## src/rtl/serial_add_pkg.sv

```systemverilog
// Shared types and limits for the bit-serial adder controller.
package serial_add_pkg;

   // Controller sequencing states
   typedef enum logic [1:0] {
      IDLE = 2'b00,
      RUN  = 2'b01,
      DONE = 2'b10
   } state_t;

   // Widest operand the controller is intended to be built for
   localparam int WIDTH_MAX = 32;

endpackage

```

## src/rtl/serial_add_fa_cell.sv

```systemverilog
// Single-bit full adder; the only arithmetic in the serial adder.
module fa_cell (
   input  logic a,
   input  logic b,
   input  logic ci,
   output logic s,
   output logic co
);

   // Sum and carry of one bit position
   assign s  = a ^ b ^ ci;
   assign co = (a & b) | ((a ^ b) & ci);

endmodule

```

## src/rtl/serial_add_ctrl.sv

```systemverilog
// Bit-serial adder controller: one full-adder cell walked LSB first over WIDTH cycles.
// Optional subtract mode is compiled in with the SERIAL_ADD_SUB_EN macro.
module serial_add_ctrl
   import serial_add_pkg::*;
#(
   parameter int WIDTH = 8
) (
   input  logic             clk,
   input  logic             rst_n,
   input  logic             start,
   input  logic [WIDTH-1:0] a,
   input  logic [WIDTH-1:0] b,
`ifdef SERIAL_ADD_SUB_EN
   input  logic             sub,
`endif
   output logic             busy,
   output logic             done,
   output logic [WIDTH-1:0] sum,
   output logic             cout
);

   localparam int CW = $clog2(WIDTH);
   localparam logic [CW-1:0] LAST_BIT = CW'(WIDTH - 1);

   state_t           state;
   state_t           next_state;
   logic [CW-1:0]    count;
   logic             carry;
   logic [WIDTH-1:0] a_sr;
   logic [WIDTH-1:0] b_sr;
   logic             accept;
   logic             step;
   logic             last;
   logic             fa_s;
   logic             fa_co;
   logic [WIDTH-1:0] b_load;
   logic             carry_init;

`ifdef SERIAL_ADD_SUB_EN
   // Subtraction is a + ~b + 1: invert b on load and seed the carry with 1
   assign b_load     = sub ? ~b : b;
   assign carry_init = sub;
`else
   assign b_load     = b;
   assign carry_init = 1'b0;
`endif

   fa_cell u_fa (
      .a  (a_sr[0]),
      .b  (b_sr[0]),
      .ci (carry),
      .s  (fa_s),
      .co (fa_co)
   );

   // State register
   always_ff @(posedge clk or negedge rst_n) begin
      if (!rst_n) begin
         state <= IDLE;
      end else begin
         state <= next_state;
      end
   end

   // Next state and datapath strobes; start is only looked at in IDLE
   always_comb begin
      next_state = state;
      accept     = 1'b0;
      step       = 1'b0;
      last       = 1'b0;
      case (state)
         IDLE: begin
            if (start) begin
               accept     = 1'b1;
               next_state = RUN;
            end
         end
         RUN: begin
            step = 1'b1;
            if (count == LAST_BIT) begin
               last       = 1'b1;
               next_state = DONE;
            end
         end
         DONE: begin
            next_state = IDLE;
         end
         default: begin
            next_state = IDLE;
         end
      endcase
   end

   // Operand load on accept, then one bit per cycle with the result shifting in from the top
   always_ff @(posedge clk or negedge rst_n) begin
      if (!rst_n) begin
         a_sr  <= '0;
         b_sr  <= '0;
         carry <= 1'b0;
         count <= '0;
         sum   <= '0;
         cout  <= 1'b0;
      end else if (accept) begin
         a_sr  <= a;
         b_sr  <= b_load;
         carry <= carry_init;
         count <= '0;
         sum   <= '0;
      end else if (step) begin
         sum   <= {fa_s, sum[WIDTH-1:1]};
         a_sr  <= a_sr >> 1;
         b_sr  <= b_sr >> 1;
         carry <= fa_co;
         if (last) begin
            cout <= fa_co;
         end else begin
            count <= count + CW'(1);
         end
      end
   end

   assign busy = (state == RUN);
   assign done = (state == DONE);

endmodule
```

## config.mk

```make
export PLATFORM = sky130hd
export DESIGN_NAME = serial_add_ctrl
export DESIGN_NICKNAME = d
export VERILOG_FILES = /design/src/rtl/serial_add_pkg.sv /design/src/rtl/serial_add_fa_cell.sv /design/src/rtl/serial_add_ctrl.sv
export SDC_FILE = /design/constraint.sdc
export NUM_CORES = 1
export LEC_CHECK = 0
export ABC_AREA = 1
export BUFFER_PORTS_ARGS = -buffer_cell sky130_fd_sc_hd__buf_4
export CORE_MARGIN = 10
export CORE_UTILIZATION = 53
export CTS_CLUSTER_DIAMETER = 60
export CTS_CLUSTER_SIZE = 16
export DETAILED_ROUTE_END_ITERATION = 10
export PLACE_DENSITY_LB_ADDON = 0.15
export SKIP_CTS_REPAIR_TIMING = 1
export SYNTH_ARGS = -nofsm -noshare
export SYNTH_HDL_FRONTEND = slang
export SYNTH_SLANG_ARGS = --single-unit
export TNS_END_PERCENT = 50
```

## constraint.sdc

```tcl
create_clock -name clk -period 1.5 [get_ports clk]
set_input_delay 0 -clock clk [delete_from_list [all_inputs] [get_ports clk]]
set_output_delay 0 -clock clk [all_outputs]
set_load 0.03 [all_outputs]
```

Yosys cells after proc, flatten, opt, wreduce, memory -nomap -nowiden

Index checks and enable logic that the tools add are counted.
Widths: inputs -> output; s select.

Flip-flop bits (word level): 31
Latch bits: 0
Bits in writable memories: 0
Bits in read-only memories: 0
Input port bits: 19
Output and inout bits: 11
Logic and storage cells: 44
Memories kept: 0

Add/sub/neg operators: 1
Multipliers: 0
Div/mod/pow operators: 0
Order comparisons: 0
Eq/ne operators: 6
Shift operators: 0
Mux-type cells: 19
Bitwise gates (word level): 6
Reduce and logical (&&, ||, !) cells: 5

Operator list:

| cell                | number |
|---|---|
| $mux 8              | 6 |
| $mux 3              | 3 |
| $mux 1              | 7 |
| $mux 2              | 2 |
| $ne 2x2->1 const B  | 2 |
| $pmux 2 s2          | 1 |
| $reduce_and 2->1    | 2 |
| $add 3x1->3 const B | 1 |
| $eq 3x3->1 const B  | 1 |
| $reduce_and 3->1    | 1 |
| $and 1x1->1         | 2 |
| $eq 2x1->1 const B  | 1 |
| $eq 2x2->1 const B  | 1 |
| $logic_not 2->1     | 1 |
| $ne 2x1->1 const B  | 1 |
| $reduce_bool 2->1   | 1 |
| $xor 1x1->1         | 2 |
| $not 1->1           | 1 |
| $or 1x1->1          | 1 |

Longest topological paths before layout

Gate-level depths: netlist of run 1.

Depth in word-level cells: 6
Depth in mapped cells: 6
Gate-level depth less buffers: 6

By module

From an unflattened synthesis of run 1, not the netlist that was laid out.

Cells, all modules: 157
Area, all modules: 1471.4 µm²

By module, submodules not included:

| module          | times used | cells each | area each (µm²) | seq. area each (µm²) |
|---|---|---|---|---|
| serial_add_ctrl | 1          | 156        | 1451.4          | 775.7 |
| fa_cell         | 1          | 1          | 20.0            | 0.0 |

Worst setup path before layout of run 1

Ideal clock, no wire load.

Kind: register to register
From: reg count[0]
To: reg count[0]
Library setup time: 0.118 ns
Arrival: 1.112 ns
Required time: 1.382 ns
Path slack: 0.270 ns
Stages on the path, launching flop included: 7
Buffers on the path: 0
Clock period less this slack: 1.230 ns
Path through: dfrtp_1 > ha_1 > ha_1 > inv_1 > nand3_1 > nand3_1 > nand2_1

Longest elaborated chain between the ends: 5
Elaborated cells between the ends (all ways): 9
Classes of those cells: 1 x add/sub; 2 x eq/ne; 5 x mux; 1 x reduce/logical

Ends and longest elaborated chain:

| what                                                | line                   | text |
|---|---|---|
| from (decl)                                         | serial_add_ctrl.sv:27  | `logic [CW-1:0] count;` |
| from (signal assigned)                              | serial_add_ctrl.sv:117 | `count <= count + CW'(1);` |
| branches (longest 5 deep; another with $add 3x1->3) | --                     |  |

Several ways; the timed one is not identified. The select of a mux whose other input is x is not followed.
A chain may end at the register's enable or synchronous reset.

Worst setup path in the final report of run 1

From: reg state[1]
To: out busy

Longest elaborated chain between the ends: 1

Ends and longest elaborated chain:

| what                   | line                   | text |
|---|---|---|
| from (decl)            | serial_add_ctrl.sv:25  | `state_t state;` |
| from (signal assigned) | serial_add_ctrl.sv:61  | `state <= next_state;` |
| $eq 2x1->1             | serial_add_ctrl.sv:122 | `assign busy = (state == RUN);` |
| to (decl)              | serial_add_ctrl.sv:16  | `output logic busy,` |

No other way between the ends.

==> impl_metrics.toml, run 1 <==
[timing]
post-route-min-period_ns = 1.38
fin_setup_tns_ns = 0
slew_violations = 0
fin_ws_ns = 0.117
setup_viol = 0
hold_viol = 0
max_freq_mhz = 723
min_period_over_period_pct = 92.2
worst_pin_slew_ns = 0.495
finClkSkew_ns = 0.00291
rsz0062_at_grt = "no"
slew_headroom_pct = 66.9

[route]
drt_wl_total_mm = 3.22
firstDrtPassIters = 4
wire_per_inst_um = 13.7
viasPerCell = 5.37
drc_errors = 0
drt_iter0_drc = 138
drtAntennaViolNets = 0
vias = 1263

[floorplan]
rows = 18
ioPinCount = 30
die_w_um = 71.5
start_util_pct = 56.2
coreArea_mm2 = 0.00250
die-height_um = 71.5
die-area_mm2 = 0.00511

[min_path]
hp-class = "in2reg"
hold_start = "start"

[pwr]
peakVddDrop_mv = 1.24
total_power_mw = 3.45
switching_share_pct = 42.1
clkPwrFrac_pct = 16.0
p_switching_mw = 1.45
p_leak_nw = 0.957
p_seq_share_pct = 40.2
power_density_mw_per_mm2 = 1850
p_int_mw = 2.00
p_comb_share_pct = 43.8

[final_layout]
fin_area_mm2 = 0.00186
n_antenna_cell = 0
fillCellCount = 186
layout-drive-gt1-share_pct = 22.0
fin_cells = 235
multi_input_area_um2 = 538
areaGrowthSynthToFinish_pct = 32.5
regArea_um2 = 776
nets = 226

[cts]
insertion_delay_ns = 0.32
cts-root-buf = "clkbuf_4"
cts_tree = "built"
clockBufferDepth = 2
clkTransAtPathRegs_ns = 0.09
cts.sinks = 31
cts_buffers = 5
h-tree-depth = 2

[critical_path]
max_stage_delay_ns = 0.41
crit_type = "reg2out"
cp-end-kind = "output pin"
cpMaxStageDelayCell = "dfrtp_1"
cp-start-kind = "flip-flop"
cp-startpoint = "state[1]$_DFFE_PN0P_"
crit_buf_inv = 3
cp_data_required_time_ns = 1.50
crit_family = "buffers and inverters"
crit_chain = "inv_2 > nand2_2 > inv_8 > buf_4"
r2r_start = "count[0]$_DFFE_PN0P_"
worstPathArrival_ns = 1.38
path_max_fanout = 25

[logic_synthesis]
syn_inst = 159
synth-seq-cells = 31
yosys_warnings = 0
ys_types = 18
synth_area_per_cell_um2 = 8.83
synthesis.nets = 181
ys_seq_area_share_pct = 55.3
syn_area_mm2 = 0.00140

[place]
dp.cells = 210
gp_congestion = 0.712
place_area_mm2 = 0.00161
pre_cts_ws_ns = 0.132
port-buffer-count = 29
dp.final_hpwl_mm = 2.08

[global_routing]
grt_pass1_vias = 1221
track_usage_pct = 12.4
antenna_found_initial = 0
grt_pass1_wl_mm = 5.31
grt_start_max_net_pins = 32
overflow = 0

[flow_run]
drv_cap = 0

[run_status]
status = "complete, no violations"
-- final cells by class --
class | count | share of cell area [%]
flip-flops and latches | 31 | 41.7
well taps | 30 | 2.02
multi-input cells | 110 | 28.9
inverters | 8 | 2.02
clock buffers | 8 | 3.70
repair buffers | 48 | 21.7
-- stage by stage --
step | util, % | hold slack, ns
5_1_grt | 74.4 | 0.0520
3_5_place_dp | 64.6 | -0.0479
6_report | 74.4 | 0.0515
4_1_cts | 67.3 | -0.397
2_1_floorplan | - | -0.296
3_3_place_gp | 64.6 | -0.0492
-- layout by cell type, fill, tap and decap left out, types with 4 or more instances in the layout --
master,n
buf_4,31
clkbuf_4,5
dfrtp_1,31
dlygate4sd3_1,17
inv_1,4
nand2_1,39
nand3_1,59
-- logic make-up (layout without fill, tap and decap cells) --
family                   count (synthesis)  in the layout  synth area share [%]
AO/OA/AOI/OAI                            3              3                  1.07
adder cells (fa/ha/maj)                  3              3                  3.21
AND/OR/NAND/NOR                        104            104                  34.0
flip-flops                              31             31                  55.3
buffers and inverters                   18             64                  6.42
-- flip-flops by register name, indices dropped and copies added, names as in the netlist --
register	count
a_sr	8
carry	1
cout	1
state	2
b_sr	8
count	3
sum	8
-- final timing paths --
| path | end | slack [ns] | cells past startpoint |
|---|---|---|---|
| worst max register to register | count[0]$_DFFE_PN0P_ | 0.17 | 6 |
| worst min-delay path | a_sr[6]$_DFFE_PN0P_ | 0.05 | 3 |
| min in group asynchronous | count[2]$_DFFE_PN0P_ | 0.13 | 2 |
| worst max-delay path | busy | 0.12 | 4 |
| max in group asynchronous | b_sr[5]$_DFFE_PN0P_ | 1.09 | 2 |
| worst min register to register | b_sr[3]$_DFFE_PN0P_ | 0.51 | 2 |
-- cell usage after synthesis --
cell type  count  area share (%)
buf_2          6             2.1
buf_4          2             1.1
buf_6          1            0.80
clkbuf_1       1            0.27
clkinv_1       1            0.27
dfrtp_1       31              55
fa_1           1             1.4
ha_1           2             1.8
inv_1          5             1.3
inv_2          2            0.53
nand2_1       39              10
nand2_2        2            0.89
nand3_1       59              21
nand3b_1       1            0.53
nor2_1         1            0.27
nor2_2         2            0.89
o21ai_0        2            0.71
o21ai_1        1            0.36
-- power by group through the flow --
stage	Clock (mW)	Sequential, mW	Combinational, mW
global placement	0	1.38	1.41
detailed placement	0	1.39	1.46
CTS	0.559	1.38	1.46
global route	0.592	1.43	1.70
finish	0.552	1.39	1.51
floorplan	0	1.54	0.894
-- worst reg2reg max path, stage by stage (launching register included) --
cell and delay, ns:
dfrtp_1 0.42, ha_1 0.22, ha_1 0.19, inv_2 0.10
nand3_1 0.15, nand3_1 0.11, nand2_1 0.05
-- per-layer routing --
metal  wire [µm]  GRT usage (%)  up-vias  part of all wire [%]
met1        1390           14.6      603                    43
met5           0              0        -                     0
li1            -              -      621                     -
met4          28           3.87        0                  0.87
met3         221           4.96        5                   6.9
met2        1580           20.1       34                    49
Note: power is estimated with default switching activity, not from simulation.
==> inputs of run 2 (changes only) <==
--- a/config.mk
+++ b/config.mk
@@ -6,12 +6,12 @@
 export NUM_CORES = 1
 export LEC_CHECK = 0
 export ABC_AREA = 1
-export BUFFER_PORTS_ARGS = -buffer_cell sky130_fd_sc_hd__buf_4
 export CORE_MARGIN = 10
-export CORE_UTILIZATION = 53
+export CORE_UTILIZATION = 61
 export CTS_CLUSTER_DIAMETER = 60
 export CTS_CLUSTER_SIZE = 16
 export DETAILED_ROUTE_END_ITERATION = 10
+export DONT_BUFFER_PORTS = 1
 export PLACE_DENSITY_LB_ADDON = 0.15
 export SKIP_CTS_REPAIR_TIMING = 1
 export SYNTH_ARGS = -nofsm -noshare
==> impl_metrics.toml, run 2 (synthesis results as in run 1) <==
[run_status]
status = "complete, but fails checks"
violations = "negative hold slack"

[floorplan]
rows = 17
die-area_mm2 = 0.00462
ioPinCount = 30
die_w_um = 68.0
die-height_um = 68.0
start_util_pct = 63.5
coreArea_mm2 = 0.00221

[timing]
fin_setup_tns_ns = 0
setup_viol = 0
slew_violations = 0
max_freq_mhz = 717
min_period_over_period_pct = 93.0
post-route-min-period_ns = 1.39
rsz0062_at_grt = "no"
slew_headroom_pct = 61.8
fin_ws_ns = 0.105
finClkSkew_ns = 0.00924
worst_hold_slack_ns = -0.178
worst_pin_slew_ns = 0.570
hold_viol = 20

[global_routing]
track_usage_pct = 13.7
grt_pass1_wl_mm = 4.74
grt_start_max_net_pins = 32
grt_pass1_vias = 1019
overflow = 0
antenna_found_initial = 0

[pwr]
peakVddDrop_mv = 1.36
total_power_mw = 3.17
power_density_mw_per_mm2 = 1960
p_switching_mw = 1.43
p_seq_share_pct = 50.3
p_leak_nw = 0.811
clkPwrFrac_pct = 14.7
switching_share_pct = 45.1
p_comb_share_pct = 35.0
p_int_mw = 1.74

[cts]
cts.sinks = 31
insertion_delay_ns = 0.34
h-tree-depth = 2
cts_tree = "built"
cts-root-buf = "clkbuf_4"
clockBufferDepth = 2
cts_buffers = 5
clkTransAtPathRegs_ns = 0.10

[route]
drtAntennaViolNets = 0
viasPerCell = 5.63
firstDrtPassIters = 4
drt_wl_total_mm = 3.11
vias = 1142
wire_per_inst_um = 15.3
drt_iter0_drc = 97
drc_errors = 0

[final_layout]
layout-drive-gt1-share_pct = 10.3
fillCellCount = 169
areaGrowthSynthToFinish_pct = 15.5
mostFrequentLayoutCell = "nand3_1"
final_util_pct = 73.3
layout_common_cells = "nand3_1 (59), nand2_1 (39), dfrtp_1 (31)"
nets = 196
top_regs = "a_sr x8, b_sr x8, sum x8"
n_antenna_cell = 0

[min_path]
hp-class = "in2reg"

[critical_path]
cp-startpoint = "count[0]$_DFFE_PN0P_"
crit_chain = "ha_1 > ha_1 > inv_1 > nand3_1 > nand3_1 > nand2_1"
r2r_end = "count[0]$_DFFE_PN0P_"
rr_worst_depth = 6
cp-start-kind = "flip-flop"
cpMaxStageDelayCell = "dfrtp_1"
r2r_start = "count[0]$_DFFE_PN0P_"
endpoint = "count[0]$_DFFE_PN0P_"
max_stage_delay_ns = 0.41
reg2reg_slack_ns = 0.11
cp_data_required_time_ns = 1.73
path_max_fanout = 6
worstPathArrival_ns = 1.62
crit_type = "reg2reg"
cp-end-kind = "flip-flop"

[place]
port-buffer-count = 0
gp_congestion = 0.753
pre_cts_ws_ns = 0.129
dp.final_hpwl_mm = 1.99

[flow_run]
drv_cap = 0
run 2: area by class of cell:
| cell class | instances | area, µm² | area share, % |
|---|---|---|---|
| Multi-Input combinational cell | 110 | 538 | 33.2 |
| Clock inverter | 3 | 15.0 | 0.926 |
| Sequential cell | 31 | 776 | 47.8 |
| Clock buffer | 5 | 37.5 | 2.31 |
| Inverter | 8 | 37.5 | 2.31 |
| Tap cell | 28 | 35.0 | 2.16 |
| Timing Repair Buffer | 18 | 183 | 11.3 |
run 2: worst max-delay path: cells and delay by family (launching register included):
family	cells	cell delay [ns]
and+or+nand+nor	3	0.34
buffers and inverters	1	0.16
adders and majority gates	2	0.38
DFF	1	0.41
run 2: per-stage QoR:
| stage | instance area, µm² | std cells |
|---|---|---|
| final | 1620 | 203 |
| after global routing | 1620 | 203 |
| after CTS | 1450 | 188 |
| after detailed placement | 1400 | 180 |
| after global placement | 1400 | 180 |
| after floorplan | 1400 | 159 |
run 2: how the worst min path moves through the flow:
stage / start / end / slack, ns / cells after the start
floorplan: rst_n / a_sr[0]$_DFFE_PN0P_ / -0.30 / 0
global placement: rst_n / count[2]$_DFFE_PN0P_ / -0.29 / 0
detailed placement: rst_n / sum[0]$_DFFE_PN0P_ / -0.29 / 0
CTS: rst_n / sum[2]$_DFFE_PN0P_ / -0.67 / 0
global route: start / a_sr[4]$_DFFE_PN0P_ / -0.19 / 2
finish: start / a_sr[5]$_DFFE_PN0P_ / -0.18 / 2
run 2: per-layer routing:
| metal | track usage (%) | vias to the layer above | wire (µm) |
|---|---|---|---|
| li1 | - | 557 | - |
| met1 | 15.7 | 538 | 1290 |
| met2 | 21.4 | 39 | 1520 |
| met3 | 7.50 | 8 | 242 |
| met4 | 4.52 | 0 | 63 |
| met5 | 0 | - | 0 |
run 2: power groups by stage:
stage,combinational [mW],clock (mW),sequential (mW)
2_1_floorplan,0.894,0,1.54
3_3_place_gp,0.990,0,1.60
3_5_place_dp,1.04,0,1.61
4_1_cts,1.04,0.470,1.60
5_1_grt,1.27,0.517,1.64
6_report,1.11,0.467,1.59
==> inputs of run 3 (changes only) <==
--- a/config.mk
+++ b/config.mk
@@ -8,7 +8,7 @@
 export ABC_AREA = 1
 export CORE_MARGIN = 10
 export CORE_UTILIZATION = 61
-export CTS_CLUSTER_DIAMETER = 60
+export CTS_CLUSTER_DIAMETER = 120
 export CTS_CLUSTER_SIZE = 16
 export DETAILED_ROUTE_END_ITERATION = 10
 export DONT_BUFFER_PORTS = 1
@@ -16,5 +16,6 @@
 export SKIP_CTS_REPAIR_TIMING = 1
 export SYNTH_ARGS = -nofsm -noshare
 export SYNTH_HDL_FRONTEND = slang
+export SYNTH_HIERARCHICAL = 1
 export SYNTH_SLANG_ARGS = --single-unit
 export TNS_END_PERCENT = 50
==> impl_metrics.toml, run 3 <==
[timing]
setup_viol = 0
rsz0062_at_grt = "no"
slew_headroom_pct = 62.5
fin_setup_tns_ns = 0
post-route-min-period_ns = 1.37
worst_pin_slew_ns = 0.560
fin_ws_ns = 0.129
min_period_over_period_pct = 91.4
worst_hold_slack_ns = 0.137
hold_viol = 0
max_freq_mhz = 729
slew_violations = 0
finClkSkew_ns = 0.00572

[run_status]
status = "complete, no violations"

[floorplan]
die-height_um = 69.1
die-area_mm2 = 0.00478
die_w_um = 69.1
coreArea_mm2 = 0.00225
rows = 17
ioPinCount = 30
start_util_pct = 65.3

[logic_synthesis]
synth_ff_type = "dfrtp_1"
syn_area_mm2 = 0.00147
synth_area_leaders = "dfrtp_1 (53%), nand3_1 (16%), nand2_1 (11%)"
synth_top_cell_area_share_pct = 52.7
syn_inst = 157
yosys.area.top_type = "dfrtp_1"
synth-seq-cells = 31
ys_seq_area_share_pct = 52.7
yosys_warnings = 6
synthMostInstantiatedCell = "nand3_1"
ys_async_sr_fraction_pct = 100
synth.top_cells.by_count = "nand3_1 (48), nand2_1 (42), dfrtp_1 (31)"
ys_types = 19
synth-edff-count = 0
synthesis.nets = 179
synth_area_per_cell_um2 = 9.37

[global_routing]
grt_start_max_net_pins = 32
track_usage_pct = 12.4
grt_pass1_vias = 1032
antenna_found_initial = 0
grt_pass1_wl_mm = 5.00
overflow = 0

[final_layout]
layout-drive-gt1-share_pct = 14.9
fillCellCount = 153
n_antenna_cell = 0
layout_common_cells = "nand3_1 (48), nand2_1 (42), dfrtp_1 (31)"
top_regs = "a_sr x8, b_sr x8, sum x8"
nets = 198
fin_cells = 203
multi_input_area_um2 = 601
final_util_pct = 75.0
mostFrequentLayoutCell = "nand3_1"
regArea_um2 = 776
areaGrowthSynthToFinish_pct = 15.0

[critical_path]
cp-startpoint = "count[0]$_DFFE_PN0P_"
worstPathArrival_ns = 1.63
r2r_start = "count[0]$_DFFE_PN0P_"
cp-start-kind = "flip-flop"
path_max_fanout = 5
cp-end-kind = "flip-flop"
max_stage_delay_ns = 0.41
crit_type = "reg2reg"
cpMaxStageDelayCell = "dfrtp_1"
crit_chain = "ha_1 > ha_1 > inv_1 > nand3_1 > inv_1 > nand2_1 > nand2_1"
cp_data_required_time_ns = 1.76

[place]
dp.final_hpwl_mm = 2.01
port-buffer-count = 0
pre_cts_ws_ns = 0.160
gp_congestion = 0.717
dp.cells = 178

[route]
wire_per_inst_um = 15.4
vias = 1157
drc_errors = 0
drtAntennaViolNets = 0
drt_wl_total_mm = 3.12
viasPerCell = 5.70
drt_iter0_drc = 102
firstDrtPassIters = 4

[cts]
h-tree-depth = 2
insertion_delay_ns = 0.31
cts_tree = "built"
clockBufferDepth = 2
clkTransAtPathRegs_ns = 0.09
cts-root-buf = "clkbuf_4"
cts.sinks = 31
cts_buffers = 5

[pwr]
power_density_mw_per_mm2 = 1880
p_leak_nw = 0.874
peakVddDrop_mv = 1.21

[flow_run]
drv_cap = 0

[min_path]
hp-class = "in2async"
-- run 3: cell type report --
type | instances | share of cell area, %
clock buffer | 6 | 2.44
multi-input combinational | 112 | 35.5
tap | 28 | 2.07
inverter | 5 | 1.41
sequential | 31 | 45.9
timing repair buffer | 21 | 12.7
-- run 3: power by group --
| group | total, mW | internal (mW) | leakage, nW | switching (mW) |
|---|---|---|---|---|
| registers | 1.61 | 1.17 | 0.402 | 0.442 |
| clock network | 0.420 | 0.166 | 0.0242 | 0.254 |
| logic | 1.15 | 0.421 | 0.447 | 0.730 |
-- run 3: cells by family after synthesis --
family / after synthesis / share of synthesized area, %
AO/OA/AOI/OAI: 1 / 0.340
adder cells (fa/ha/maj): 3 / 3.06
flip-flops: 31 / 52.7
AND/OR/NAND/NOR: 108 / 37.4
buffers and inverters: 14 / 6.46
-- run 3: through the flow --
stage	power, mW	area (µm²)
after floorplan	2.56	1470
after global placement	2.66	1450
after detailed placement	2.72	1450
after CTS	3.14	1490
after global routing	3.45	1690
final	3.18	1690
-- run 3: worst paths after layout --
path	endpoint	slack [ns]	depth (start not counted)
worst max-delay path	count[2]$_DFFE_PN0P_	0.13	7
worst min-delay path	cout$_DFFE_PN0P_	0.14	2
worst max register to register	count[2]$_DFFE_PN0P_	0.13	7
worst min register to register	b_sr[2]$_DFFE_PN0P_	0.50	2
max in group asynchronous	sum[5]$_DFFE_PN0P_	1.20	2
min in group clk	sum[2]$_DFFE_PN0P_	0.21	3
-- run 3: routing by layer --
metal  GRT usage (%)  vias to the layer above  wire, µm
met5               0                        -         0
met4            4.43                        0        17
met3            6.56                        2       213
met2            18.8                       41      1560
met1            14.5                      552      1330
li1                -                      562         -
-- run 3: worst max-delay path, delay by kind of cell (launching register included) --
family                   cells  cell delay, ns
AND/OR/NAND/NOR              3            0.30
flip-flops                   1            0.41
buffers and inverters        2            0.23
adder cells (fa/ha/maj)      2            0.38
